==> config.mk <==
export PLATFORM = sky130hd
export DESIGN_NAME = i2c_slave_regbank_flat
export DESIGN_NICKNAME = d
export VERILOG_FILES = /design/src/rtl/i2c_slave_regbank_if.sv /design/src/rtl/i2c_slave_regbank.sv /design/src/flat_wrapper.sv
export SDC_FILE = /design/constraint.sdc
export NUM_CORES = 1
export LEC_CHECK = 0
export ABC_AREA = 0
export CAP_MARGIN = 40
export CELL_PAD_IN_SITES_DETAIL_PLACEMENT = 1
export CELL_PAD_IN_SITES_GLOBAL_PLACEMENT = 2
export CORE_MARGIN = 4
export CORE_UTILIZATION = 30
export DETAILED_ROUTE_END_ITERATION = 10
export PLACE_DENSITY_LB_ADDON = 0.1
export SYNTH_ARGS = -nofsm -noshare
export SYNTH_HDL_FRONTEND = slang
export SYNTH_SLANG_ARGS = --single-unit
==> constraint.sdc <==
create_clock -name clk -period 2 [get_ports clk]
set_input_delay 0.3 -clock clk [delete_from_list [all_inputs] [get_ports clk]]
set_output_delay 0.3 -clock clk [all_outputs]
set_load 0.02 [all_outputs]
==> src/rtl/i2c_slave_regbank_if.sv <==
// Parallel byte bus between i2c_slave_serializer (master side) and the
// register-bank controller (slave side).
interface i2c_slave_regbank_if #(
   parameter int NUM_REGS = 4
);
   logic                    start;
   logic                    stop;
   logic                    wr;
   logic [7:0]              write_data;
   logic                    wr_ack;
   logic [NUM_REGS*8-1:0]   regs;
   logic [NUM_REGS-1:0]     update;
   logic                    busy;

   modport master (
      output start, stop, wr, write_data,
      input  wr_ack, regs, update, busy
   );

   modport slave (
      input  start, stop, wr, write_data,
      output wr_ack, regs, update, busy
   );
endinterface

==> src/rtl/i2c_slave_regbank.sv <==
// I2C register-bank controller: address byte, index byte, then
// auto-incrementing data bytes staged in shadow registers. Staged bytes
// become visible on regs (with one-cycle update strobes) only on STOP.
module i2c_slave_regbank #(
   parameter logic [6:0]            I2C_ADDRESS = 7'h00,
   parameter int                    NUM_REGS    = 4,
   parameter int                    INDEX_WIDTH = 2,
   parameter logic [NUM_REGS*8-1:0] RESET_VALUE = '0
) (
   input logic                clk,
   input logic                reset_n,
   i2c_slave_regbank_if.slave bus
);

   typedef enum logic [2:0] {
      S_IDLE,
      S_ADDR,
      S_INDEX,
      S_DATA,
      S_DISCARD
   } state_t;

   state_t                   state_q;
   logic [INDEX_WIDTH-1:0]   ptr_q;
   logic [7:0]               shadow_q [NUM_REGS];
   logic [NUM_REGS-1:0]      dirty_q;
   logic [NUM_REGS*8-1:0]    regs_q;
   logic [NUM_REGS-1:0]      update_q;
   logic                     wr_ack_q;
   logic                     busy_q;

   // All outputs come straight from registers.
   assign bus.regs   = regs_q;
   assign bus.update = update_q;
   assign bus.wr_ack = wr_ack_q;
   assign bus.busy   = busy_q;

   // Transaction FSM: STOP is handled first (commit), then START overrides
   // the next state, otherwise a byte strobe is decoded by state.
   always_ff @(posedge clk) begin
      if (!reset_n) begin
         state_q  <= S_IDLE;
         ptr_q    <= '0;
         dirty_q  <= '0;
         regs_q   <= RESET_VALUE;
         update_q <= '0;
         wr_ack_q <= 1'b0;
         busy_q   <= 1'b0;
         for (int i = 0; i < NUM_REGS; i++) begin
            shadow_q[i] <= RESET_VALUE[8*i +: 8];
         end
      end else begin
         update_q <= '0;

         if (bus.stop) begin
            case (state_q)
               S_ADDR: begin
                  // STOP right after a (repeated) START: drop staged data.
                  dirty_q <= '0;
                  busy_q  <= 1'b0;
               end
               S_INDEX, S_DATA, S_DISCARD: begin
                  for (int i = 0; i < NUM_REGS; i++) begin
                     if (dirty_q[i]) begin
                        regs_q[8*i +: 8] <= shadow_q[i];
                        update_q[i]      <= 1'b1;
                     end
                  end
                  dirty_q <= '0;
                  busy_q  <= 1'b0;
               end
               default: ;
            endcase
            state_q <= S_IDLE;
         end

         if (bus.start) begin
            state_q <= S_ADDR;
         end else if (bus.wr && !bus.stop) begin
            case (state_q)
               S_ADDR: begin
                  if (bus.write_data[7:1] == I2C_ADDRESS && !bus.write_data[0]) begin
                     wr_ack_q <= 1'b1;
                     busy_q   <= 1'b1;
                     state_q  <= S_INDEX;
                  end else begin
                     // Not addressed as a writer: abandon anything staged
                     // so it cannot leak into a later transaction's commit.
                     wr_ack_q <= 1'b0;
                     busy_q   <= 1'b0;
                     dirty_q  <= '0;
                     state_q  <= S_IDLE;
                  end
               end
               S_INDEX: begin
                  if (bus.write_data < 8'(NUM_REGS)) begin
                     ptr_q    <= bus.write_data[INDEX_WIDTH-1:0];
                     wr_ack_q <= 1'b1;
                     state_q  <= S_DATA;
                  end else begin
                     wr_ack_q <= 1'b0;
                     state_q  <= S_DISCARD;
                  end
               end
               S_DATA: begin
                  shadow_q[ptr_q] <= bus.write_data;
                  dirty_q[ptr_q]  <= 1'b1;
                  wr_ack_q        <= 1'b1;
                  if (ptr_q == INDEX_WIDTH'(NUM_REGS - 1)) begin
                     ptr_q <= '0;
                  end else begin
                     ptr_q <= ptr_q + 1'b1;
                  end
               end
               S_DISCARD: begin
                  wr_ack_q <= 1'b0;
               end
               default: ;
            endcase
         end
      end
   end

endmodule
==> src/flat_wrapper.sv <==
// flat-port wrapper written by rule: the top's interface ports become plain ports
module i2c_slave_regbank_flat 
#(
   parameter logic [6:0]            I2C_ADDRESS = 7'h00,
   parameter int                    NUM_REGS    = 4,
   parameter int                    INDEX_WIDTH = 2,
   parameter logic [NUM_REGS*8-1:0] RESET_VALUE = '0
)
  (clk, reset_n, bus_start, bus_stop, bus_wr, bus_write_data, bus_wr_ack, bus_regs, bus_update, bus_busy);
  i2c_slave_regbank_if #(.NUM_REGS(NUM_REGS)) bus_i ();
  input logic clk;
  input logic reset_n;
  input wire logic [$bits(bus_i.start)-1:0] bus_start;
  input wire logic [$bits(bus_i.stop)-1:0] bus_stop;
  input wire logic [$bits(bus_i.wr)-1:0] bus_wr;
  input wire logic [$bits(bus_i.write_data)-1:0] bus_write_data;
  output wire logic [$bits(bus_i.wr_ack)-1:0] bus_wr_ack;
  output wire logic [$bits(bus_i.regs)-1:0] bus_regs;
  output wire logic [$bits(bus_i.update)-1:0] bus_update;
  output wire logic [$bits(bus_i.busy)-1:0] bus_busy;
  assign bus_i.start = bus_start;
  assign bus_i.stop = bus_stop;
  assign bus_i.wr = bus_wr;
  assign bus_i.write_data = bus_write_data;
  assign bus_wr_ack = bus_i.wr_ack;
  assign bus_regs = bus_i.regs;
  assign bus_update = bus_i.update;
  assign bus_busy = bus_i.busy;
  i2c_slave_regbank #(.I2C_ADDRESS(I2C_ADDRESS), .NUM_REGS(NUM_REGS), .INDEX_WIDTH(INDEX_WIDTH), .RESET_VALUE(RESET_VALUE)) u_core (.clk(clk), .reset_n(reset_n), .bus(bus_i));
endmodule
### Yosys cells after proc, flatten, opt, wreduce, memory -nomap -nowiden

Memories as Yosys holds them, arrays and structs flattened. A register that Yosys moved wholly into a read port is not among the register bits.
Cells that the tools add are included.

| operators by class | value |
|---|---|
| divide/modulo/power cells | 0 |
| equal/unequal tests | 6 |
| multiplexer cells | 39 |
| bitwise logic cells | 3 |
| $add $sub $neg | 1 |
| multiply operators | 0 |
| reductions and logical operators | 23 |
| magnitude comparators | 3 |
| shift-type cells | 0 |

Operators by type and width:

| kind | count |
|---|---|
| 2-to-1 mux 4 bit | 6 |
| 2-to-1 mux 1 bit | 20 |
| AND reduction 3 bit | 6 |
| 2-to-1 mux 3 bit | 3 |
| < comparator 8 x 3 -> 1 bit, second input constant | 1 |
| 2-to-1 mux 2 bit | 4 |
| 2-to-1 mux 8 bit | 1 |
| case mux 4 bit (2 select lines) | 1 |
| OR reduction 8 bit | 1 |
| zero test 7 bit | 1 |
| == test 3 x 2 -> 1 bit, second input constant | 2 |
| zero test 1 bit | 6 |
| case mux 3 bit (2 select lines) | 1 |
| bitwise OR 4 bit | 1 |
| case mux 1 bit (4 select lines) | 1 |
| case mux 2 bit (2 select lines) | 1 |
| AND reduction 4 bit | 1 |
| nonzero test 4 bit | 1 |
| OR reduction 4 bit | 1 |
| == test 3 x 1 -> 1 bit, second input constant | 1 |
| == test 3 bit, second input constant | 1 |
| logical AND 1 bit | 3 |
| < comparator 2 x 3 -> 1 bit, second input constant | 1 |
| OR reduction 3 bit | 1 |
| other kinds (8) | 9 |

| storage, ports and cells | value |
|---|---|
| word-level logic and storage cells | 83 |
| output and inout bits | 38 |
| memories | 1 |
| bits in writable memories | 32 |
| register bits after elaboration | 15 |
| bits in read-only memories | 0 |
| latch bits | 0 |
| input port bits | 13 |

Memories:

| memory | depth | bits a word | read ports | clocked after memory_dff | wr ports | line | text |
|---|---|---|---|---|---|---|---|
| u_core.shadow_q | 4 | 8 | 4 | 4 | 4 | i2c_slave_regbank.sv:25 | `logic [7:0] shadow_q [NUM_REGS];` |

### Longest topological paths before layout

| logic depth | value |
|---|---|
| depth after elaboration | 9 |
| depth in mapped cells | 7 |
| gate-level depth less buffers | 5 |

### Worst setup path before layout

OpenSTA, ideal clock, no wires.

| timing | value |
|---|---|
| path type | input to register |
| from | input port bus_stop |
| to | memory u_core.shadow_q[0][0] (enable) |
| path slack | 125 ps |
| data arrival time | 1540 ps |
| stages on the path | 7 |
| data required time | 1666 ps |
| cell sequence | buf_2 -> nand3b_4 -> nor4_2 -> buf_4 -> and3_1 -> buf_2 -> nand2b_1 |

RTL lines:

| item | line | text |
|---|---|---|
| start, declared | flat_wrapper.sv:14 | `input wire logic [$bits(bus_i.stop)-1:0] bus_stop;` |
| end, declared | i2c_slave_regbank.sv:25 |  |

==> reports/metrics.cfg <==
[clock_tree]
clockRootBuffer=clkbuf_8
tritoncts=yes
cts_hold_buf=0
cts_max_path_buffers=2
numCtsBuffers=9
cts.sinks=79
htree_num_levels=3
clkTransAtPathRegs_ns=0.09
insertion_delay_ns=0.35
post_cts_buffers=0
cts-resized-gates=0

[min_path]
worstHoldPathType=in2reg

[sta]
min_period_ns=1.72
finalSetupViolCount=0
final.setup.tns_ns=0
skew_ns=0.00967
hold_viol_final=0
slew_viol_final=0
worst_pin_slew_ns=0.662
max_slew_margin=0.554
rsz0062_at_grt=no
finalCritPeriodShare=0.858
fmax_ghz=0.583

[route]
drt_iter0_markers=71
ant_nets=0
drt-total-wl_mm=7.94
wire_per_inst_um=15.1
drc=0
vias_per_cell=4.61
drtPass1Iterations=4
vias=2420

[critical_path]
critPathMaxStageDelay_ns=0.53
worst_path_most_repeated_cell=buf_4
cp.required_ns=2.06
path_class=in2reg
crit_path_top_delay_cell=clkdlybuf4s50_1
critPathLaunchType=input port
path_max_fanout=8
cp_num_buf_inv=3
critPathArrivalTime_ns=1.78
path_cells=clkdlybuf4s50_1, nand3b_4, nor4_2, buf_4, and3_1, nand2b_1, buf_4
critPathTopFamily=buffers and inverters
cp-end-kind=register

[flow_run]
drv_cap=0

[power_and_ir_drop]
p_total_mw=3.08
power.density_nw_per_um2=725
peakVddDrop_mv=0.245
p_leak_nw=1.60

[yosys]
ys_seq_area_frac=0.594
synthDistinctLibCells=42
yosysTopAreaCellShare=0.300
synth_nets=324
synthCells=307
yosysWarnings=0
synthesis.area_um2=3200
synth.area.top_cells=edfxtp_1, dfxtp_1, and2_1
synth_top_cell_by_area=edfxtp_1
syn_avg_cell_area_um2=10.4
ys_seq_elements=79

[global_routing]
grt_pass1_vias=2437
grt_use_total=0.133
antenna_found_initial=0
grt_max_degree=48
grt_pass1_wl_mm=13.0
grt_overflow_total=0

[cells_and_area]
antenna_cells=0
drive_gt1_frac=0.149
area_growth_pct=32.6
final_cell_area_um2=4250
nets=401
final_common_cell=clkdlybuf4s50_1
fillers=1207
finalNonFillerCells=525
layout_common_cells=clkdlybuf4s50_1, dfxtp_1, nand2_1

[die]
die_y_um=111
fp.dieW_um=111
boundaryPins=51
initial_core_util=0.309
core_um2=10400
fp.dieArea_um2=12400
rows=37

[placement]
place_area_um2=4040
routabilityCongestion=0.757
dp.cells=509
portBuffers=50
dp_hpwl_mm=5.63

[status]
outcome=completed

## layer usage
metal | GRT usage | vias up | routed length (um) | part of all wire
met1 | 0.169 | 1154 | 3720 | 0.47
li1 | - | 1224 | - | -
met2 | 0.223 | 35 | 3860 | 0.49
met3 | 0.0333 | 7 | 281 | 0.035
met5 | 0 | - | 0 | 0
met4 | 0.0438 | 0 | 78 | 0.0098
## synthesized netlist by cell type
| library cell | n |
|---|---|
| a211o_1 | 1 |
| a21oi_1 | 4 |
| a22oi_1 | 4 |
| and2_1 | 35 |
| and2b_1 | 1 |
| and3_1 | 4 |
| buf_1 | 2 |
| buf_2 | 5 |
| buf_4 | 4 |
| buf_6 | 1 |
| clkbuf_1 | 7 |
| dfxtp_1 | 47 |
| edfxtp_1 | 32 |
| ha_1 | 4 |
| inv_1 | 3 |
| mux2_2 | 1 |
| mux2i_1 | 2 |
| nand2_1 | 38 |
| nand2b_1 | 6 |
| nand3_1 | 33 |
| nand3b_1 | 1 |
| nand3b_4 | 1 |
| nor2_1 | 12 |
| nor2b_1 | 1 |
| nor2b_4 | 1 |
| nor3_1 | 4 |
| nor3b_1 | 2 |
| nor3b_4 | 1 |
| nor4_1 | 1 |
| nor4_2 | 1 |
| o211ai_1 | 5 |
| o21a_1 | 1 |
| o21ai_0 | 32 |
| o21ai_1 | 2 |
| o21ai_2 | 1 |
| o21ba_2 | 1 |
| o311a_1 | 1 |
| o31a_1 | 1 |
| o32ai_1 | 1 |
| or3b_2 | 1 |
| or4_1 | 1 |
| xor2_1 | 1 |
## path summary, 6_finish.rpt
path	slack, ns	cells after the start	startpoint	to
worst max-delay path	0.28	7	bus_wr	u_core.shadow_q[0][5]
worst min-delay path	0.40	4	reset_n	u_core.bus.update[1]
worst max register to register	0.37	6	u_core.state_q[2]	u_core.shadow_q[0][5]
worst min register to register	0.46	2	u_core.bus.regs[7]	u_core.bus.regs[7]
## stage by stage
step | hold slack (ns) | setup WS (ns) | utilization
3_5_place_dp | 0.457 | -0.0724 | 0.390
4_1_cts | 0.395 | 0.297 | 0.409
5_1_grt | 0.400 | 0.192 | 0.409
3_3_place_gp | 0.451 | -0.0428 | 0.390
6_report | 0.405 | 0.284 | 0.409
2_1_floorplan | 0.436 | 0.125 | -
## worst register-to-register path, stage by stage, from the launching register on
cell,delay [ns]
dfxtp_1,0.32
nand2b_1,0.22
nor4_2,0.17
buf_4,0.17
and3_1,0.18
nand2b_1,0.12
buf_4,0.17
## where the power goes
group          leakage, nW  internal (mW)  switching [mW]
Sequential           0.710           1.69         0.00824
Combinational        0.792         0.0678          0.0938
Clock                0.100          0.607           0.607
Total                 1.60           2.37           0.709
## flip-flops by register name, summed over array words and instances, names as in the netlist
| register | count |
|---|---|
| u_core.shadow_q | 32 |
| u_core.state_q | 3 |
| u_core.dirty_q | 4 |
| u_core.bus.busy | 1 |
| u_core.ptr_q | 2 |
| u_core.bus.update | 4 |
| u_core.bus.regs | 32 |
| u_core.bus.wr_ack | 1 |
## logic make-up (layout without fill, tap and decap cells)
| kind of cell | after synthesis | in the layout | synth area share |
|---|---|---|---|
| AO/OA/AOI/OAI | 54 | 54 | 0.100 |
| XOR/XNOR | 1 | 1 | 0.00274 |
| adder cells (fa/ha/maj) | 4 | 4 | 0.0156 |
| buffers and inverters | 22 | 104 | 0.0348 |
| flip-flops | 79 | 79 | 0.594 |
| multiplexers | 3 | 3 | 0.00977 |
| AND/OR/NAND/NOR | 144 | 144 | 0.243 |
## layout make-up
cell class | count | area (um^2) | area share
flip-flops and latches | 79 | 1900 | 0.448
clock buffers | 13 | 181 | 0.0427
repair buffers | 85 | 771 | 0.182
inverters | 3 | 11.3 | 0.00265
multi-input cells | 206 | 1190 | 0.280
clock inverters | 3 | 21.3 | 0.00501
well taps | 136 | 170 | 0.0401
(Power assumes the default switching activity.)
